--- src/rtl/area_hit_counter_if.sv ---
`default_nettype none
// ============================================================================
//  Module      : area_hit_counter_if
//  Description : Handshake bundle for area_hit_counter. Carries the upstream
//                dav_in_/rfd_in/z_in sample handshake and the downstream
//                dav_out_/rfd_out/count result handshake. The majority signal
//                exists only when AREA_HIT_COUNTER_MAJORITY_EN is defined.
//  Revision    : 1.0  initial release
// ============================================================================
interface area_hit_counter_if #(
    parameter int CW = 5
);
    logic          dav_in_;
    logic          rfd_in;
    logic          z_in;
    logic          dav_out_;
    logic          rfd_out;
    logic [CW-1:0] count;
`ifdef AREA_HIT_COUNTER_MAJORITY_EN
    logic          majority;
`endif

    // Environment side: drives samples upstream and acknowledges results.
    modport master (
        output dav_in_,
        output z_in,
        output rfd_out,
        input  rfd_in,
        input  dav_out_,
`ifdef AREA_HIT_COUNTER_MAJORITY_EN
        input  majority,
`endif
        input  count
    );

    // Counter side.
    modport slave (
        input  dav_in_,
        input  z_in,
        input  rfd_out,
        output rfd_in,
        output dav_out_,
`ifdef AREA_HIT_COUNTER_MAJORITY_EN
        output majority,
`endif
        output count
    );
endinterface
`default_nettype wire

--- src/rtl/area_hit_counter.sv ---
`default_nettype none
// ============================================================================
//  Module      : area_hit_counter
//  Description : Counts classification hits over a window of WINDOW samples
//                taken through a four-phase dav_/rfd handshake, then offers
//                the hit count downstream over the same protocol. Upstream is
//                back-pressured while the result is pending.
//                Optional macro AREA_HIT_COUNTER_MAJORITY_EN adds a registered
//                majority flag (2*hits > WINDOW).
//  Revision    : 1.0  initial release
// ============================================================================
module area_hit_counter #(
    parameter int WINDOW = 16,
    parameter int CW     = $clog2(WINDOW + 1)
) (
    input  wire logic         clock,
    input  wire logic         reset,
    area_hit_counter_if.slave bus
);

    typedef enum logic [1:0] {
        IN_WAIT = 2'd0,
        IN_ACK  = 2'd1,
        OUT_DAV = 2'd2,
        OUT_REL = 2'd3
    } state_t;

    localparam logic [CW-1:0] c_window = CW'(WINDOW);

    state_t        r_state;
    state_t        w_state_nxt;
    logic [CW-1:0] r_hits;
    logic [CW-1:0] w_hits_nxt;
    logic [CW-1:0] r_n;
    logic [CW-1:0] w_n_nxt;
    logic [CW-1:0] r_count;
    logic [CW-1:0] w_count_nxt;
    logic          r_rfd_in;
    logic          w_rfd_in_nxt;
    logic          r_dav_out_;
    logic          w_dav_out_nxt;
`ifdef AREA_HIT_COUNTER_MAJORITY_EN
    logic          r_majority;
    logic          w_majority_nxt;
`endif

    // Next-state and next-output decode; every output is a register, so this
    // block only computes the values loaded on the coming edge.
    always_comb begin
        w_state_nxt   = r_state;
        w_hits_nxt    = r_hits;
        w_n_nxt       = r_n;
        w_count_nxt   = r_count;
        w_rfd_in_nxt  = r_rfd_in;
        w_dav_out_nxt = r_dav_out_;
`ifdef AREA_HIT_COUNTER_MAJORITY_EN
        w_majority_nxt = r_majority;
`endif
        case (r_state)
            IN_WAIT: begin
                // z_in is only meaningful on the edge that takes the sample.
                if (!bus.dav_in_) begin
                    w_hits_nxt   = r_hits + CW'(bus.z_in);
                    w_n_nxt      = r_n + CW'(1);
                    w_rfd_in_nxt = 1'b0;
                    w_state_nxt  = IN_ACK;
                end
            end
            IN_ACK: begin
                if (bus.dav_in_) begin
                    if (r_n == c_window) begin
                        // Window complete: rfd_in stays low until the result
                        // has been taken downstream.
                        w_count_nxt   = r_hits;
                        w_dav_out_nxt = 1'b0;
`ifdef AREA_HIT_COUNTER_MAJORITY_EN
                        w_majority_nxt = ({r_hits, 1'b0} > {1'b0, c_window});
`endif
                        w_state_nxt   = OUT_DAV;
                    end else begin
                        w_rfd_in_nxt = 1'b1;
                        w_state_nxt  = IN_WAIT;
                    end
                end
            end
            OUT_DAV: begin
                if (!bus.rfd_out) begin
                    w_dav_out_nxt = 1'b1;
                    w_state_nxt   = OUT_REL;
                end
            end
            OUT_REL: begin
                if (bus.rfd_out) begin
                    w_hits_nxt   = '0;
                    w_n_nxt      = '0;
                    w_rfd_in_nxt = 1'b1;
                    w_state_nxt  = IN_WAIT;
                end
            end
            default: begin
                w_state_nxt = IN_WAIT;
            end
        endcase
    end

    // State and output registers; reset abandons any partial window.
    always_ff @(posedge clock) begin
        if (reset) begin
            r_state    <= IN_WAIT;
            r_hits     <= '0;
            r_n        <= '0;
            r_count    <= '0;
            r_rfd_in   <= 1'b1;
            r_dav_out_ <= 1'b1;
`ifdef AREA_HIT_COUNTER_MAJORITY_EN
            r_majority <= 1'b0;
`endif
        end else begin
            r_state    <= w_state_nxt;
            r_hits     <= w_hits_nxt;
            r_n        <= w_n_nxt;
            r_count    <= w_count_nxt;
            r_rfd_in   <= w_rfd_in_nxt;
            r_dav_out_ <= w_dav_out_nxt;
`ifdef AREA_HIT_COUNTER_MAJORITY_EN
            r_majority <= w_majority_nxt;
`endif
        end
    end

    assign bus.rfd_in   = r_rfd_in;
    assign bus.dav_out_ = r_dav_out_;
    assign bus.count    = r_count;
`ifdef AREA_HIT_COUNTER_MAJORITY_EN
    assign bus.majority = r_majority;
`endif

endmodule
`default_nettype wire

--- src/flat_wrapper.sv ---
// flat-port wrapper written by rule: the top's interface ports become plain ports
module area_hit_counter_flat 
#(
    parameter int WINDOW = 16,
    parameter int CW     = $clog2(WINDOW + 1)
)
  (clock, reset, bus_dav_in_, bus_z_in, bus_rfd_out, bus_rfd_in, bus_dav_out_, bus_count);
  area_hit_counter_if #(.CW(CW)) bus_i ();
  input  wire logic clock;
  input  wire logic reset;
  input wire logic [$bits(bus_i.dav_in_)-1:0] bus_dav_in_;
  input wire logic [$bits(bus_i.z_in)-1:0] bus_z_in;
  input wire logic [$bits(bus_i.rfd_out)-1:0] bus_rfd_out;
  output wire logic [$bits(bus_i.rfd_in)-1:0] bus_rfd_in;
  output wire logic [$bits(bus_i.dav_out_)-1:0] bus_dav_out_;
  output wire logic [$bits(bus_i.count)-1:0] bus_count;
  assign bus_i.dav_in_ = bus_dav_in_;
  assign bus_i.z_in = bus_z_in;
  assign bus_i.rfd_out = bus_rfd_out;
  assign bus_rfd_in = bus_i.rfd_in;
  assign bus_dav_out_ = bus_i.dav_out_;
  assign bus_count = bus_i.count;
  area_hit_counter #(.WINDOW(WINDOW), .CW(CW)) u_core (.clock(clock), .reset(reset), .bus(bus_i));
endmodule
--- config.mk ---
export PLATFORM = sky130hd
export DESIGN_NAME = area_hit_counter_flat
export DESIGN_NICKNAME = d
export VERILOG_FILES = /design/src/rtl/area_hit_counter_if.sv /design/src/rtl/area_hit_counter.sv /design/src/flat_wrapper.sv
export SDC_FILE = /design/constraint.sdc
export NUM_CORES = 1
export LEC_CHECK = 0
export ABC_CLOCK_PERIOD_IN_PS = 3300
export CORE_MARGIN = 1.5
export CORE_UTILIZATION = 60
export CTS_BUF_LIST = sky130_fd_sc_hd__clkbuf_4 sky130_fd_sc_hd__clkbuf_8
export CTS_CLUSTER_DIAMETER = 30
export CTS_CLUSTER_SIZE = 30
export DETAILED_ROUTE_END_ITERATION = 8
export PLACE_DENSITY = 0.94
export RECOVER_POWER = 50
export REMOVE_ABC_BUFFERS = 1
export SLEW_MARGIN = 20
export SYNTH_ARGS = -nofsm -noshare
export SYNTH_HDL_FRONTEND = slang
export SYNTH_SLANG_ARGS = --single-unit
--- constraint.sdc ---
create_clock -name clock -period 3.3 [get_ports clock]
set_input_delay 0.495 -clock clock [delete_from_list [all_inputs] [get_ports clock]]
set_output_delay 0.495 -clock clock [all_outputs]
set_load 0.01 [all_outputs]
==> impl_metrics.tcl, run 1 <==
set metrics [dict create \
    antenna_found_initial 0 \
    cts_buffer_depth 2 \
    yosysWarningCount 0 \
    globalRouteOverflowTotal 0 \
    coreArea_um2 1490 \
    yosys-top-cells-count "19 x dfxtp_1, 19 x nand2_1, 9 x mux2i_1" \
    r2r-end "u_core.r_n[2]$_SDFFE_PP0P_" \
    placed_area_um2 1030 \
    drtIter0Drc 24 \
    synth_flop_cell "dfxtp_1" \
    routed_via_density 6.02 \
    crit_required_ns 3.50 \
    ys_seq_area_share_pct 40.4 \
    ys_async_sr_fraction_pct 0 \
    die_w_um 42.6 \
    setup_viol 0 \
    grt_pass1_wl_mm 2.86 \
    post_cts_buffers 0 \
    fin_skew_ns 0.00559 \
    crit_type "in -> reg" \
    chipHeight_um 42.6 \
    grt_start_max_net_pins 13 \
    syn_inst 103 \
    slew_headroom_pct 32.0 \
    cts_root_buf "clkbuf_4" \
    fillers 108 \
    final_cells 127 \
    final_area_um2 1050 \
    wl_mm 1.74 \
    r2r_start "u_core.r_state[0]$_SDFFE_PP0P_" \
    p_total_uw 387 \
    synth_area_um2 942 \
    cp-start-kind "input pin" \
    clkLatencyLatePin_ns 0.29 \
    ff2ff_path_depth 3 \
    area_growth_pct 11.0 \
    clock_sinks 19 \
    hold_path_end "u_core.bus.count[1]$_SDFFE_PP0P_" \
    wl_per_cell_um 13.7 \
    num-nets-final 121 \
    gp_congestion 0.747 \
    syn-mean-instance-area_um2 9.15 \
    floorplan.initialDensity_pct 63.3 \
    critPathSlowestCell "nor3_1" \
    crit_chain "dlygate4sd3_1 -> nor3_1 -> a2111oi_0 -> nand2b_1" \
    vias 764 \
    io_buffers 11 \
    grt_pass1_vias 679 \
    p_per_area_nw_per_um2 370 \
    yosys.area.top_type "dfxtp_1" \
    cts_tree "done" \
    period_needed_ns 2.12 \
    p_leak_uw 0.000388 \
    min_from "u_core.bus.count[1]$_SDFFE_PP0P_" \
    drive_above_1_share_pct 5.41 \
    row_count 14 \
    synth_area_leaders "dfxtp_1 40%, mux2i_1 9.6%, nand2_1 7.6%" \
    rsz0062_at_grt "false" \
    synth_top_area_share_pct 40.4 \
    post-route-period-util_pct 64.3 \
    holdPathStages 2 \
    tightest_slew_ns 1.01 \
    ys_ff_latch 19 \
    maxCapViolCount 0 \
    status "finished clean" \
    grt_usage_pct 20.5 \
    drt_pass1_iterations 4 \
    dp_cells 123 \
    n_antenna_cell 0 \
    path_clk_slew_ns 0.11 \
    cts_max_level 1 \
    drcViolationCount 0 \
    cts_hold_buf 0 \
    cp_max_fo 10 \
    max_stage_delay_ns 0.79 \
    cts.repair.resized 0 \
    cts_made_buffers 3 \
    io_pins 12 \
    slew_violations 0 \
    hold_path_class "reg -> reg" \
    finalSetupTns_ns 0 \
    reg2reg_slack_ns 1.51 \
    ir_drop_uv 247 \
    die-area_um2 1820 \
    place_hpwl_mm 1.27 \
    max_freq_mhz 471 \
    synth_cell_type_count 26 \
    arrival_ns 2.32 \
    ant_nets 0 \
    fin_util_pct 70.3 \
    synth_edf_count 0 \
    hold_violations 0 \
    worst_setup_path_end_kind "flip-flop" \
]
[how the worst max path moves through the flow]
stage                            from                       endpoint  slack, ns
final                     bus_dav_in_     u_core.r_n[2]$_SDFFE_PP0P_       1.18
after global routing      bus_dav_in_  u_core.r_hits[2]$_SDFFE_PP0P_       1.06
after CTS                       reset  u_core.r_hits[2]$_SDFFE_PP0P_       1.53
after detailed placement  bus_dav_in_     u_core.r_n[3]$_SDFFE_PP0P_       1.23
after global placement    bus_dav_in_     u_core.r_n[3]$_SDFFE_PP0P_       1.29
after floorplan           bus_dav_in_     u_core.r_n[3]$_SDFFE_PP0P_       1.82
[cells in the final DEF, fill, tap and decap left out, types with 3 or more instances in the layout]
cell             Yosys  layout
a21oi_1              6       6
clkbuf_4             0       3
clkdlybuf4s50_1      0       8
dfxtp_1             19      19
dlygate4sd3_1        0       3
ha_1                 4       4
inv_1                5       5
mux2i_1              9       9
nand2_1             19      19
nand2b_1             6       6
nand3_1              6       6
o2111ai_1            4       4
[power breakdown]
group / switching [uW] / total [uW] / internal, uW
Combinational: 19.8 / 32.6 / 12.8
Clock: 70.7 / 116 / 45.0
Sequential: 4.50 / 238 / 234
[layout make-up]
cell class              instances  area, um^2  share of cell area, %
multi-input cells              72         489                   46.8
inverters                       5        18.8                   1.79
clock buffers                   3        22.5                   2.15
flip-flops and latches         19         380                   36.4
well taps                      16        20.0                   1.91
repair buffers                 11         110                   10.5
clock inverters                 1        5.00                  0.478
[worst max-delay path, delay by kind of cell]
| family | cells | cell delay (ns) |
|---|---|---|
| buffers and inverters | 1 | 0.60 |
| AOI/OAI and AO/OA | 1 | 0.24 |
| and+or+nand+nor | 2 | 0.98 |
[through the flow]
step | hold slack (ns) | setup slack [ns]
2_1_floorplan | 0.441 | 1.82
3_3_place_gp | 0.441 | 1.29
3_5_place_dp | 0.455 | 1.23
4_1_cts | 0.480 | 1.53
5_1_grt | 0.502 | 1.06
6_report | 0.472 | 1.18
[flip-flops by register name, indices dropped and copies added, names as in the netlist, named ones only]
signal               cells
u_core.r_state           1
u_core.r_n               5
u_core.bus.rfd_in        1
u_core.bus.count         5
u_core.bus.dav_out_      1
u_core.r_hits            5
[logic make-up after synthesis]
kind of cell	count (synthesis)	synth area share, %
flip-flops	19	40.4
multiplexers	10	10.8
AND/OR/NAND/NOR	40	21.9
adder cells (fa/ha/maj)	4	5.31
AO/OA/AOI/OAI	18	15.0
buffers and inverters	12	6.64
[layer usage]
| layer | vias to the layer above | wire length, um | share of wire (%) | track usage [%] |
|---|---|---|---|---|
| met2 | 23 | 905 | 52 | 35.8 |
| met5 | - | 0 | 0 | 0 |
| met4 | 0 | 6 | 0.35 | 5.63 |
| met1 | 364 | 757 | 44 | 25.5 |
| li1 | 375 | - | - | - |
| met3 | 2 | 69 | 4.0 | 3.88 |
Power figures use the tool's default switching activity.
==> run 2, diff against run 1 <==
Settings changed: ABC_CLOCK_PERIOD_IN_PS 3300 to 2100, CORE_UTILIZATION 60 to 56, PLACE_DENSITY 0.94 to 0.89.
Clock period 3.3 ns to 2.1 ns, I/O delays scaled along.
==> run 2 against run 1 <==
Net effect: cell area is 2.6% higher; routed wire length grew 3.9%; largest cell class unchanged; highest routed layer unchanged; total power grew 62%; critical path type unchanged.
==> impl_metrics.tcl, run 2 (synthesis results as in run 1) <==
set metrics [dict create \
    arrival_ns 1.82 \
    cp_max_fo 6 \
    wl_per_cell_um 14.0 \
    layout.cells.most_common_list "19 x nand2_1, 19 x dfxtp_1, 9 x mux2i_1, 8 x clkdlybuf4s50_1" \
    final_cells 129 \
    die_w_um 44.0 \
    floorplan.initialDensity_pct 61.1 \
    p_sw_share_pct 23.7 \
    post-route-period-util_pct 76.1 \
    drt_pass1_iterations 4 \
    p_seq_share_pct 59.9 \
    p_clk_share_pct 31.1 \
    hold_violations 0 \
    drtIter0Drc 31 \
    critPathSlowestCell "dlygate4sd3_1" \
    dp_cells 125 \
    gp_congestion 0.786 \
    whs_ns 0.463 \
    ant_nets 0 \
    max_stage_delay_ns 0.66 \
    slew_violations 0 \
    maxCapViolCount 0 \
    globalRouteOverflowTotal 0 \
    area_growth_pct 13.9 \
    pwr-share-comb_pct 9.0 \
    p_switching_uw 148 \
    coreArea_um2 1540 \
    io_buffers 11 \
    io_pins 12 \
    grt_pass1_wl_mm 3.06 \
    r2r_start "u_core.r_state[0]$_SDFFE_PP0P_" \
    cts_buffer_depth 2 \
    r2r-end "u_core.bus.count[1]$_SDFFE_PP0P_" \
    antenna_found_initial 0 \
    cts_hold_buf 0 \
    fillers 111 \
    hold_path_class "reg -> reg" \
    post_cts_buffers 0 \
    die-area_um2 1940 \
    fin_skew_ns 0.00189 \
    hold_path_end "u_core.bus.count[3]$_SDFFE_PP0P_" \
    status "finished clean" \
    ff2ff_path_depth 3 \
    grtUsageMet3_pct 3.67 \
    crit_type "in -> reg" \
    cts_max_level 1 \
    period_needed_ns 1.60 \
    slew_headroom_pct 74.3 \
    tightest_slew_ns 0.386 \
    clkLatencyLatePin_ns 0.28 \
    crit_required_ns 2.32 \
    setup_viol 0 \
    num-nets-final 123 \
    p_total_uw 625 \
    grt_start_max_net_pins 13 \
    p_leak_uw 0.000400 \
    drcViolationCount 0 \
    cts_tree "done" \
    wl_mm 1.81 \
    met1_usage_pct 26.7 \
    clock_sinks 19 \
    grt_usage_pct 21.3 \
    crit_chain "dlygate4sd3_1 -> nand3_1 -> a2111oi_4 -> mux2i_1" \
    cts.repair.resized 0 \
    drive_above_1_share_pct 7.96 \
    place_hpwl_mm 1.32 \
    routed_via_density 6.10 \
    max_freq_mhz 626 \
    intPower_uw 477 \
    worst_setup_path_end_kind "flip-flop" \
    holdPathStages 2 \
    grt_pass1_vias 719 \
    row_count 14 \
    min_from "u_core.bus.count[3]$_SDFFE_PP0P_" \
    n_antenna_cell 0 \
    rsz0062_at_grt "false" \
    reg2reg_slack_ns 0.50 \
    grt.met2_usage_pct 35.0 \
    finalSetupTns_ns 0 \
    cts_root_buf "clkbuf_4" \
    cts_made_buffers 3 \
    ir_drop_uv 455 \
    p_per_area_nw_per_um2 583 \
    chipHeight_um 44.0 \
    grt.busiest_layer "met2" \
    cp-start-kind "input pin" \
    path_clk_slew_ns 0.11 \
    vias 787 \
]
## run 2: worst max path at each step
stage | from | to | slack [ns] | depth (start not counted)
floorplan | u_core.r_state[0]$_SDFFE_PP0P_ | u_core.r_n[3]$_SDFFE_PP0P_ | 0.69 | 3
global placement | bus_dav_in_ | u_core.r_n[3]$_SDFFE_PP0P_ | 0.31 | 4
detailed placement | bus_dav_in_ | u_core.r_n[3]$_SDFFE_PP0P_ | 0.25 | 4
CTS | u_core.r_state[0]$_SDFFE_PP0P_ | u_core.bus.count[1]$_SDFFE_PP0P_ | 0.52 | 3
global route | u_core.r_state[0]$_SDFFE_PP0P_ | u_core.bus.count[2]$_SDFFE_PP0P_ | 0.34 | 3
finish | bus_rfd_out | u_core.r_n[3]$_SDFFE_PP0P_ | 0.50 | 4
## run 2: final cells by class
| type | instances | area [um^2] | share of cell area [%] |
|---|---|---|---|
| multi-input cells | 72 | 499 | 46.5 |
| repair buffers | 13 | 125 | 11.7 |
| clock buffers | 4 | 30.0 | 2.80 |
| well taps | 16 | 20.0 | 1.86 |
| flip-flops and latches | 19 | 380 | 35.4 |
| inverters | 5 | 18.8 | 1.75 |
## run 2: per-layer routing
metal	share of wire, %	vias up	wire, um
li1	-	383	-
met1	47	373	851
met2	46	25	824
met3	4.3	6	77
met4	2.8	0	51
met5	0	-	0
## run 2: critical path: cells and delay by family
family	cells	cell delay, ns
AOI/OAI and AO/OA	1	0.37
buffers and inverters	1	0.66
muxes	1	0.21
and+or+nand+nor	1	0.26
## run 2: stage by stage
| step | worst slack (ns) | cell area, um^2 | utilization [%] |
|---|---|---|---|
| finish | 0.502 | 1070 | 69.6 |
| global route | 0.336 | 1070 | 69.6 |
| CTS | 0.523 | 1070 | 69.6 |
| detailed placement | 0.247 | 1040 | 67.7 |
| global placement | 0.307 | 1040 | 67.7 |
| floorplan | 0.691 | 898 | - |
## run 2: power groups by stage
stage | Clock, uW | Combinational, uW | Sequential (uW)
finish | 195 | 56.2 | 374
detailed placement | 0 | 56.8 | 383
global route | 213 | 62.5 | 376
CTS | 198 | 57.2 | 374
floorplan | 0 | 30.5 | 382
global placement | 0 | 54.3 | 382
==> run 3, diff against run 2 <==
Settings changed: ABC_CLOCK_PERIOD_IN_PS 2100 to 1600.
Clock period 2.1 ns to 1.6 ns, I/O delays scaled along.
==> run 3 against run 2 <==
Net effect: total power up 34%; die area unchanged; register-to-register slack worse by 0.45 ns; global-route usage up 2.1 points; sequential cell count unchanged; cell area up 3.8%; core utilization up 2.7 points; first-iteration DRC count up 3.2%; critical path type is now reg -> reg; critical endpoint is now u_core.r_hits[3]$_SDFFE_PP0P_.
==> impl_metrics.tcl, run 3 (synthesis results as in run 1) <==
set metrics [dict create \
    status "finished clean" \
    cts_hold_buf 0 \
    die_w_um 44.0 \
    cts_made_buffers 3 \
    clkLatencyLatePin_ns 0.31 \
    antenna_found_initial 0 \
    n_antenna_cell 0 \
    crit_type "reg -> reg" \
    crit_required_ns 1.85 \
    grt_pass1_wl_mm 3.22 \
    cts_buffer_depth 2 \
    arrival_ns 1.80 \
    chipHeight_um 44.0 \
    path_depth 4 \
    grt_usage_pct 23.4 \
    ant_nets 0 \
    clock_sinks 19 \
    hold_violations 0 \
    io_pins 12 \
    vias 824 \
    grt_start_max_net_pins 13 \
    max_freq_mhz 645 \
    slew_violations 0 \
    min_from "u_core.bus.count[1]$_SDFFE_PP0P_" \
    p_per_area_nw_per_um2 754 \
    ir_drop_uv 584 \
    layout_commonest_cell "nand2_1" \
    r2r-end "u_core.r_hits[3]$_SDFFE_PP0P_" \
    gp_congestion 0.798 \
    worst_setup_path_end_kind "flip-flop" \
    final_cells 136 \
    post-route-period-util_pct 96.9 \
    wl_per_cell_um 14.7 \
    drive_above_1_share_pct 13.3 \
    routed_via_density 6.06 \
    path_clk_slew_ns 0.10 \
    period_needed_ns 1.55 \
    ff2ff_path_depth 4 \
    cts_max_level 1 \
    hold_path_end "u_core.bus.count[1]$_SDFFE_PP0P_" \
    row_count 14 \
    globalRouteOverflowTotal 0 \
    drcViolationCount 0 \
    cp-start-kind "flip-flop" \
    layout.cells.most_common_list "19 x nand2_1, 18 x dfxtp_1, 9 x mux2i_1, 9 x clkdlybuf4s50_1, 8 x buf_4" \
    critPathBufInv 1 \
    crit_chain "or3_1 -> buf_4 -> a21oi_1 -> mux2i_1" \
    grt_pass1_vias 757 \
    holdPathStages 2 \
    maxCapViolCount 0 \
    cts_root_buf "clkbuf_4" \
    coreArea_um2 1540 \
    dp_cells 132 \
    finalSetupTns_ns 0 \
    slew_headroom_pct 76.6 \
    hold_path_class "reg -> reg" \
    fin_skew_ns 0.00101 \
    max_stage_delay_ns 0.43 \
    drt_pass1_iterations 4 \
    num-nets-final 130 \
    floorplan.initialDensity_pct 61.1 \
    p_leak_uw 0.000429 \
    rsz0062_at_grt "false" \
    critPathSlowestCell "or3_1" \
    io_buffers 11 \
    die-area_um2 1940 \
    tightest_slew_ns 0.346 \
    area_growth_pct 18.3 \
    cp_max_fo 9 \
    cts_tree "done" \
    setup_viol 0 \
    place_hpwl_mm 1.46 \
    cpLargestDelayFamily "simple AND/OR/NAND/NOR gates" \
    reg2reg_slack_ns 0.05 \
    drtIter0Drc 32 \
    fillers 107 \
    wl_mm 2.00 \
]
-- run 3: cell types whose count changed in the layout (fill, tap and decap cells not counted), sizes merged --
| cell | change |
|---|---|
| buf | +6 |
| clkbuf | +1 |
| clkdlybuf4s50 | +1 |
| dlygate4sd3 | -1 |
-- run 3: per-layer routing --
metal / global-route usage (%) / vias up / part of all wire, %
li1: - / 396 / -
met1: 26.9 / 380 / 42
met2: 37.6 / 40 / 50
met3: 7.35 / 8 / 5.8
met4: 14.5 / 0 / 2.5
met5: 0 / - / 0
-- run 3: how the worst max path moves through the flow --
stage	to	slack, ns
2_1_floorplan	u_core.r_n[3]$_SDFFE_PP0P_	0.19
3_5_place_dp	u_core.r_n[3]$_SDFFE_PP0P_	-0.15
5_1_grt	u_core.r_hits[3]$_SDFFE_PP0P_	0.03
4_1_cts	u_core.bus.count[3]$_SDFFE_PP0P_	0.04
6_report	u_core.r_hits[3]$_SDFFE_PP0P_	0.05
3_3_place_gp	u_core.r_n[3]$_SDFFE_PP0P_	-0.07
-- run 3: what timing repair did --
item,CTS,global route
gates resized for setup,0,1
endpoints found under the setup margin,0,2
setup buffers,0,0
-- run 3: tightest hold or removal path: stages (launching register included) --
cell and delay (ns):
dfxtp_1 0.32, nand2_1 0.05, mux2i_1 0.05
-- run 3: area by class of cell --
| cell class | instances | area (um^2) | share of cell area (%) |
|---|---|---|---|
| clock buffer | 4 | 30.0 | 2.69 |
| tap | 16 | 20.0 | 1.80 |
| sequential | 19 | 382 | 34.2 |
| timing repair buffer | 20 | 175 | 15.7 |
| multi-input combinational | 72 | 489 | 43.9 |
| inverter | 5 | 18.8 | 1.68 |
-- run 3: power breakdown --
group	leakage, uW	internal, uW	switching [uW]
Combinational	0.000256	36.0	44.7
Clock	0.0000184	115	153
Sequential	0.000154	482	9.41
Total	0.000429	633	207
-- run 3: stage by stage --
| stage | power (uW) | setup WS [ns] | hold WS [ns] | utilization [%] | instance area (um^2) |
|---|---|---|---|---|---|
| finish | 840 | 0.0499 | 0.461 | 72.3 | 1110 |
| global route | 882 | 0.0284 | 0.495 | 72.3 | 1110 |
| CTS | 845 | 0.0368 | 0.469 | 73.1 | 1130 |
| detailed placement | 584 | -0.152 | 0.454 | 71.1 | 1100 |
| global placement | 580 | -0.0685 | 0.441 | 71.1 | 1100 |
| floorplan | 541 | 0.191 | 0.309 | - | 898 |
